File: src/rtl/mem_stage_dmem_ctrl.sv
// ---------------------------------------------------------------------------
// mem_stage_dmem_ctrl
//
// MEM-stage data-memory access controller. Sits between the EX/MEM pipeline
// register and the MEM/WB register. It turns a single-cycle load/store into a
// req/ack handshake with a variable-latency data memory. The pipeline stalls
// until the access completes. Misaligned and timed-out accesses are flagged.
//
// Access sequence: IDLE -> WAIT -> DONE for an aligned access, and
// IDLE -> DONE for a misaligned one. A non-memory instruction stays in IDLE
// and costs no extra cycles.
//
// Parameters:
//   TIMEOUT_CYCLES  max WAIT cycles without dmem_ack before abandoning (2..255)
//   ERR_RDATA       load data returned on a timed-out or misaligned load
//
// Optional feature (macro DMEM_PERF_CNT_EN):
//   When defined, perf_stall_cycles counts cycles with stall_MEM=1 and
//   saturates at all-ones. When undefined, perf_stall_cycles is tied to 0.
//
// Ports:
//   clk, reset               clock, asynchronous active-low reset
//   mem_read_MEM             load in MEM stage
//   mem_write_MEM            store in MEM stage (wins if both are high)
//   ALU_result_MEM           byte address
//   store_data_MEM           store data
//   Datamem_Read_Data_MEM    load data to MEM/WB, meaningful in DONE
//   stall_MEM                freeze the earlier stages; MEM/WB holds while high
//   dmem_req/we/addr/wdata   registered memory request
//   dmem_rdata, dmem_ack     memory response, ack is a one-cycle pulse
//   misalign_err, bus_err    sticky error flags, cleared only by reset
//   perf_stall_cycles        stall-cycle counter
// ---------------------------------------------------------------------------
module mem_stage_dmem_ctrl #(
  parameter int unsigned TIMEOUT_CYCLES = 16,
  parameter logic [31:0] ERR_RDATA      = 32'h0000_0000
) (
  input  logic        clk,
  input  logic        reset,
  input  logic        mem_read_MEM,
  input  logic        mem_write_MEM,
  input  logic [31:0] ALU_result_MEM,
  input  logic [31:0] store_data_MEM,
  output logic [31:0] Datamem_Read_Data_MEM,
  output logic        stall_MEM,
  output logic        dmem_req,
  output logic        dmem_we,
  output logic [31:0] dmem_addr,
  output logic [31:0] dmem_wdata,
  input  logic [31:0] dmem_rdata,
  input  logic        dmem_ack,
  output logic        misalign_err,
  output logic        bus_err,
  output logic [31:0] perf_stall_cycles
);

  typedef enum logic [1:0] {
    StIdle,
    StWait,
    StDone
  } state_e;

  // Counter value seen in the last permitted WAIT cycle.
  localparam logic [7:0] CntLast = 8'(TIMEOUT_CYCLES - 1);

  state_e      state_q, state_d;
  logic        req_q, req_d;
  logic        we_q, we_d;
  logic [31:0] addr_q, addr_d;
  logic [31:0] wdata_q, wdata_d;
  logic [31:0] rdata_q, rdata_d;
  logic        misalign_q, misalign_d;
  logic        bus_err_q, bus_err_d;
  logic [7:0]  cnt_q, cnt_d;

  logic access;
  logic aligned;

  assign access  = mem_read_MEM | mem_write_MEM;
  assign aligned = (ALU_result_MEM[1:0] == 2'b00);

  always_comb begin
    state_d    = state_q;
    req_d      = req_q;
    we_d       = we_q;
    addr_d     = addr_q;
    wdata_d    = wdata_q;
    rdata_d    = rdata_q;
    misalign_d = misalign_q;
    bus_err_d  = bus_err_q;
    cnt_d      = cnt_q;
    stall_MEM  = 1'b0;

    unique case (state_q)
      StIdle: begin
        if (access) begin
          stall_MEM = 1'b1;
          if (aligned) begin
            req_d   = 1'b1;
            we_d    = mem_write_MEM;
            addr_d  = {ALU_result_MEM[31:2], 2'b00};
            wdata_d = store_data_MEM;
            cnt_d   = 8'd0;
            state_d = StWait;
          end else begin
            misalign_d = 1'b1;
            rdata_d    = ERR_RDATA;
            state_d    = StDone;
          end
        end
      end

      StWait: begin
        stall_MEM = 1'b1;
        if (dmem_ack) begin
          // Ack beats a coincident timeout.
          req_d   = 1'b0;
          cnt_d   = 8'd0;
          state_d = StDone;
          if (!we_q) begin
            rdata_d = dmem_rdata;
          end
        end else if (cnt_q == CntLast) begin
          req_d     = 1'b0;
          bus_err_d = 1'b1;
          rdata_d   = ERR_RDATA;
          cnt_d     = 8'd0;
          state_d   = StDone;
        end else begin
          cnt_d = cnt_q + 8'd1;
        end
      end

      StDone: begin
        // Pipeline advances at the end of this cycle.
        state_d = StIdle;
      end

      default: begin
        state_d = StIdle;
        req_d   = 1'b0;
      end
    endcase
  end

  always_ff @(posedge clk or negedge reset) begin
    if (!reset) begin
      state_q    <= StIdle;
      req_q      <= 1'b0;
      we_q       <= 1'b0;
      addr_q     <= 32'h0;
      wdata_q    <= 32'h0;
      rdata_q    <= 32'h0;
      misalign_q <= 1'b0;
      bus_err_q  <= 1'b0;
      cnt_q      <= 8'd0;
    end else begin
      state_q    <= state_d;
      req_q      <= req_d;
      we_q       <= we_d;
      addr_q     <= addr_d;
      wdata_q    <= wdata_d;
      rdata_q    <= rdata_d;
      misalign_q <= misalign_d;
      bus_err_q  <= bus_err_d;
      cnt_q      <= cnt_d;
    end
  end

  assign dmem_req              = req_q;
  assign dmem_we               = we_q;
  assign dmem_addr             = addr_q;
  assign dmem_wdata            = wdata_q;
  assign Datamem_Read_Data_MEM = rdata_q;
  assign misalign_err          = misalign_q;
  assign bus_err               = bus_err_q;

`ifdef DMEM_PERF_CNT_EN
  logic [31:0] perf_q;

  always_ff @(posedge clk or negedge reset) begin
    if (!reset) begin
      perf_q <= 32'h0;
    end else if (stall_MEM && (perf_q != 32'hFFFF_FFFF)) begin
      perf_q <= perf_q + 32'd1;
    end
  end

  assign perf_stall_cycles = perf_q;
`else
  assign perf_stall_cycles = 32'h0;
`endif

endmodule

File: config.mk
export PLATFORM = sky130hd
export DESIGN_NAME = mem_stage_dmem_ctrl
export DESIGN_NICKNAME = d
export VERILOG_FILES = /design/src/rtl/mem_stage_dmem_ctrl.sv
export SDC_FILE = /design/constraint.sdc
export NUM_CORES = 1
export LEC_CHECK = 0
export BUFFER_PORTS_ARGS = -buffer_cell sky130_fd_sc_hd__buf_2
export CELL_PAD_IN_SITES_DETAIL_PLACEMENT = 1
export CELL_PAD_IN_SITES_GLOBAL_PLACEMENT = 1
export CORE_MARGIN = 1.5
export CORE_UTILIZATION = 34
export DETAILED_ROUTE_END_ITERATION = 7
export PLACE_DENSITY = 0.86
export RECOVER_POWER = 25
export SLEW_MARGIN = 20
export SYNTH_ARGS = -nofsm -noshare
export SYNTH_HDL_FRONTEND = slang
export SYNTH_SLANG_ARGS = --single-unit
File: constraint.sdc
create_clock -name clk -period 2.4 [get_ports clk]
set_input_delay 0.24 -clock clk [delete_from_list [all_inputs] [get_ports clk]]
set_output_delay 0.24 -clock clk [all_outputs]
set_load 0.01 [all_outputs]
==> summary.md <==
| Metric | Value |
|---|---|
| Status | `finished clean` |
| Async set-reset flop share out of synthesis | `1.00` |
| CTS tree | `built` |
| Core area | `13400 sq um` |
| DRT Pass-1 Iters | `4` |
| Final core occ | `0.451` |
| Final-report setup violation count | `0` |
| Fin area | `6050 sq um` |
| Vias | `3546` |
| Required time worst endpoint | `2.67 ns` |
| Fin crit share | `0.885` |
| WHS Path Cells | `3` |
| Die Ht | `121 microns` |
| Post-CTS Setup Bufs | `0` |
| Vias/cell | `4.56` |
| Nets | `699` |
| Seq cells post-synth | `108` |
| Hold crit path type | `in -> reg` |
| Synth area leaders | `dfrtp_1, mux2_1, mux2i_1` |
| Mean Syn Cell Area | `11.9 sq um` |
| DRT iter0 DRCs | `136` |
| First-pass GRT wire length | `19300 microns` |
| Critical path peak fanout | `32` |
| RSZ-0062 raised after global routing | `no` |
| Synth Flop Type | `dfrtp_1` |
| Crit path capture type | `register` |
| WP data arrival | `2.39 ns` |
| Fillcell total | `1557` |
| Skew-Pair Late Insertion Delay | `0.35 ns` |
| Yosys top cell by area | `dfrtp_1` |
| Post-Synthesis Cells | `396` |
| Max-cap viol count | `0` |
| Slew Limit Fails | `0` |
| Initial antenna violation count | `0` |
| Worst IR drop on VDD | `355 uV` |
| Power Total | `5.64 mW` |
| Hold path endpoint | `dmem_wdata[22]` |
| Total die area | `14600 sq um` |
| HP Start | `store_data_MEM[22]` |
| Non-Filler Instances | `778` |
| Routed len/inst | `15.7 microns` |
| CP startpoint kind | `register` |
| Grt ovf | `0` |
| Port-buffer cells | `199` |
| Reg clk slew, reported paths | `0.07 ns` |
| Row count | `42` |
| WL final | `12200 microns` |
| Crit path time final | `2.12 ns` |
| Setup TNS | `0 ns` |
| P_leak | `3.06 nW` |
| Cts bufs inserted | `9` |
| Initial Utilization | `0.352` |
| Clock root buffer | `clkbuf_16` |
| Highest-count cells in the layout ignoring fill and taps | `buf_2, dfrtp_1, nand2_1, mux2_1` |
| Area delta synth->final | `28.1%` |
| Worst Reg-to-Reg Cells | `6` |
| CP Class | `reg -> reg` |
| DIE WIDTH | `121 microns` |
| Inserted Diodes | `0` |
| Final Hold Fails | `0` |
| HPWL after detailed placement | `9430 microns` |
| Placer Congestion | `0.731` |
| Sequential share of the synthesized area | `0.573` |
| FF-to-FF End | `Datamem_Read_Data_MEM[3]` |
| YS warnings | `0` |
| Number of synthesized flops with an enable pin | `0` |
| Synth cell types | `37` |
| Share of layout cells above drive strength 1 | `0.327` |
| Htree depth | `3` |
| Post-synth top area share | `0.573` |
| GRT Total Usage | `0.170` |
| R2R setup slack | `0.28 ns` |
| DP Cell Count | `761` |
| P per Cell Area | `933 nW/um^2` |
| Largest net degree at the start of global routing | `53` |
| Worst Tran Pin Value | `1.18 ns` |
| Vias in the first global route | `3743` |
| DP Area | `5780 sq um` |
| WHS | `0.0738 ns` |
| Clock Sinks | `108` |
| Post-Syn Area | `4720 sq um` |
| Clk buf depth | `2` |
| Worst setup margin | `0.275 ns` |
| R2r startpoint | `cnt_q[0]` |
| Pre-CTS WS | `0.261 ns` |
| Most common cell after layout, fill and taps aside | `buf_2` |
| DRT antenna net count | `0` |
| IO Pins | `234` |
| DRC | `0` |
| Worst Skew | `0.00899 ns` |
| Relative slew slack | `0.212` |
| Max Clock Freq | `0.471 GHz` |
[layer usage]
metal | GRT usage | vias to the layer above | wire length, microns | part of all wire
li1 | - | 1626 | - | -
met1 | 0.200 | 1753 | 4840 | 0.40
met2 | 0.297 | 145 | 6270 | 0.51
met3 | 0.0434 | 22 | 822 | 0.067
met4 | 0.0684 | 0 | 275 | 0.023
met5 | 0 | - | 0 | 0
[critical path, stage by stage, from the launching register on]
cell	delay [ns]
dfrtp_1	0.40
ha_1	0.25
and4b_4	0.29
a21oi_2	0.08
nor4_4	0.25
buf_4	0.48
mux2i_1	0.27
[cells by family (layout without fill, tap and decap cells)]
logic type      Yosys count  in the layout  share of synthesized area
other cells               1             34                   0.000795
mux                      84             84                      0.192
fa+ha+maj                 1              1                    0.00265
compound gates           22             22                     0.0331
flops                   108            108                      0.573
xor+xnor                  1              1                    0.00186
buf+inv                  84            257                      0.104
simple gates             95             95                     0.0925
[worst max path at each step]
stage                  start                  endpoint  slack, ns  cells after the start
detailed placement  cnt_q[0]  Datamem_Read_Data_MEM[3]       0.26                      6
global placement    cnt_q[0]  Datamem_Read_Data_MEM[0]       0.41                      6
global route        cnt_q[0]  Datamem_Read_Data_MEM[3]       0.09                      6
finish              cnt_q[0]  Datamem_Read_Data_MEM[3]       0.28                      6
floorplan           cnt_q[0]  Datamem_Read_Data_MEM[0]       0.62                      6
CTS                 cnt_q[0]  Datamem_Read_Data_MEM[3]       0.23                      6
[flip-flops by register name, indices dropped and copies added (netlist names)]
register               count
Datamem_Read_Data_MEM     32
dmem_wdata                32
dmem_addr                 30
cnt_q                      8
state_q                    2
bus_err                    1
dmem_req                   1
dmem_we                    1
misalign_err               1
[area by class of cell]
cell class                      instances  area (sq um)  share of cell area
Timing Repair Buffer                  207          1040               0.172
Sequential cell                       108          2700               0.447
Clock inverter                          7          81.3              0.0134
Clock buffer                            9           225              0.0372
Inverter                               34           128              0.0211
Tap cell                              176           220              0.0364
Multi-Input combinational cell        237          1650               0.273
[power breakdown]
| part | leakage, nW | switching [mW] | total, mW | internal [mW] |
|---|---|---|---|---|
| Clock | 0.147 | 0.709 | 1.53 | 0.825 |
| Sequential | 1.37 | 0.283 | 2.59 | 2.31 |
| Combinational | 1.55 | 0.842 | 1.52 | 0.674 |
| Total | 3.06 | 1.83 | 5.64 | 3.81 |
[cell usage after synthesis, types with 3 or more instances]
| library cell | number |
|---|---|
| clkbuf_1 | 5 |
| mux2i_1 | 32 |
| buf_6 | 3 |
| o21ai_1 | 6 |
| and3_1 | 5 |
| nor2_1 | 6 |
| mux2_1 | 52 |
| a22o_1 | 4 |
| a31oi_1 | 3 |
| nand2_1 | 70 |
| buf_4 | 41 |
| dfrtp_1 | 108 |
| nand3_1 | 3 |
| inv_1 | 33 |
| nand2b_1 | 3 |
[what timing repair did]
action / in CTS / in global routing
hold buffers: 1 / 0
hold endpoints to repair: 43 / 0
gates resized for setup: 0 / 0
No activity file was read; power rests on OpenSTA's default activity.
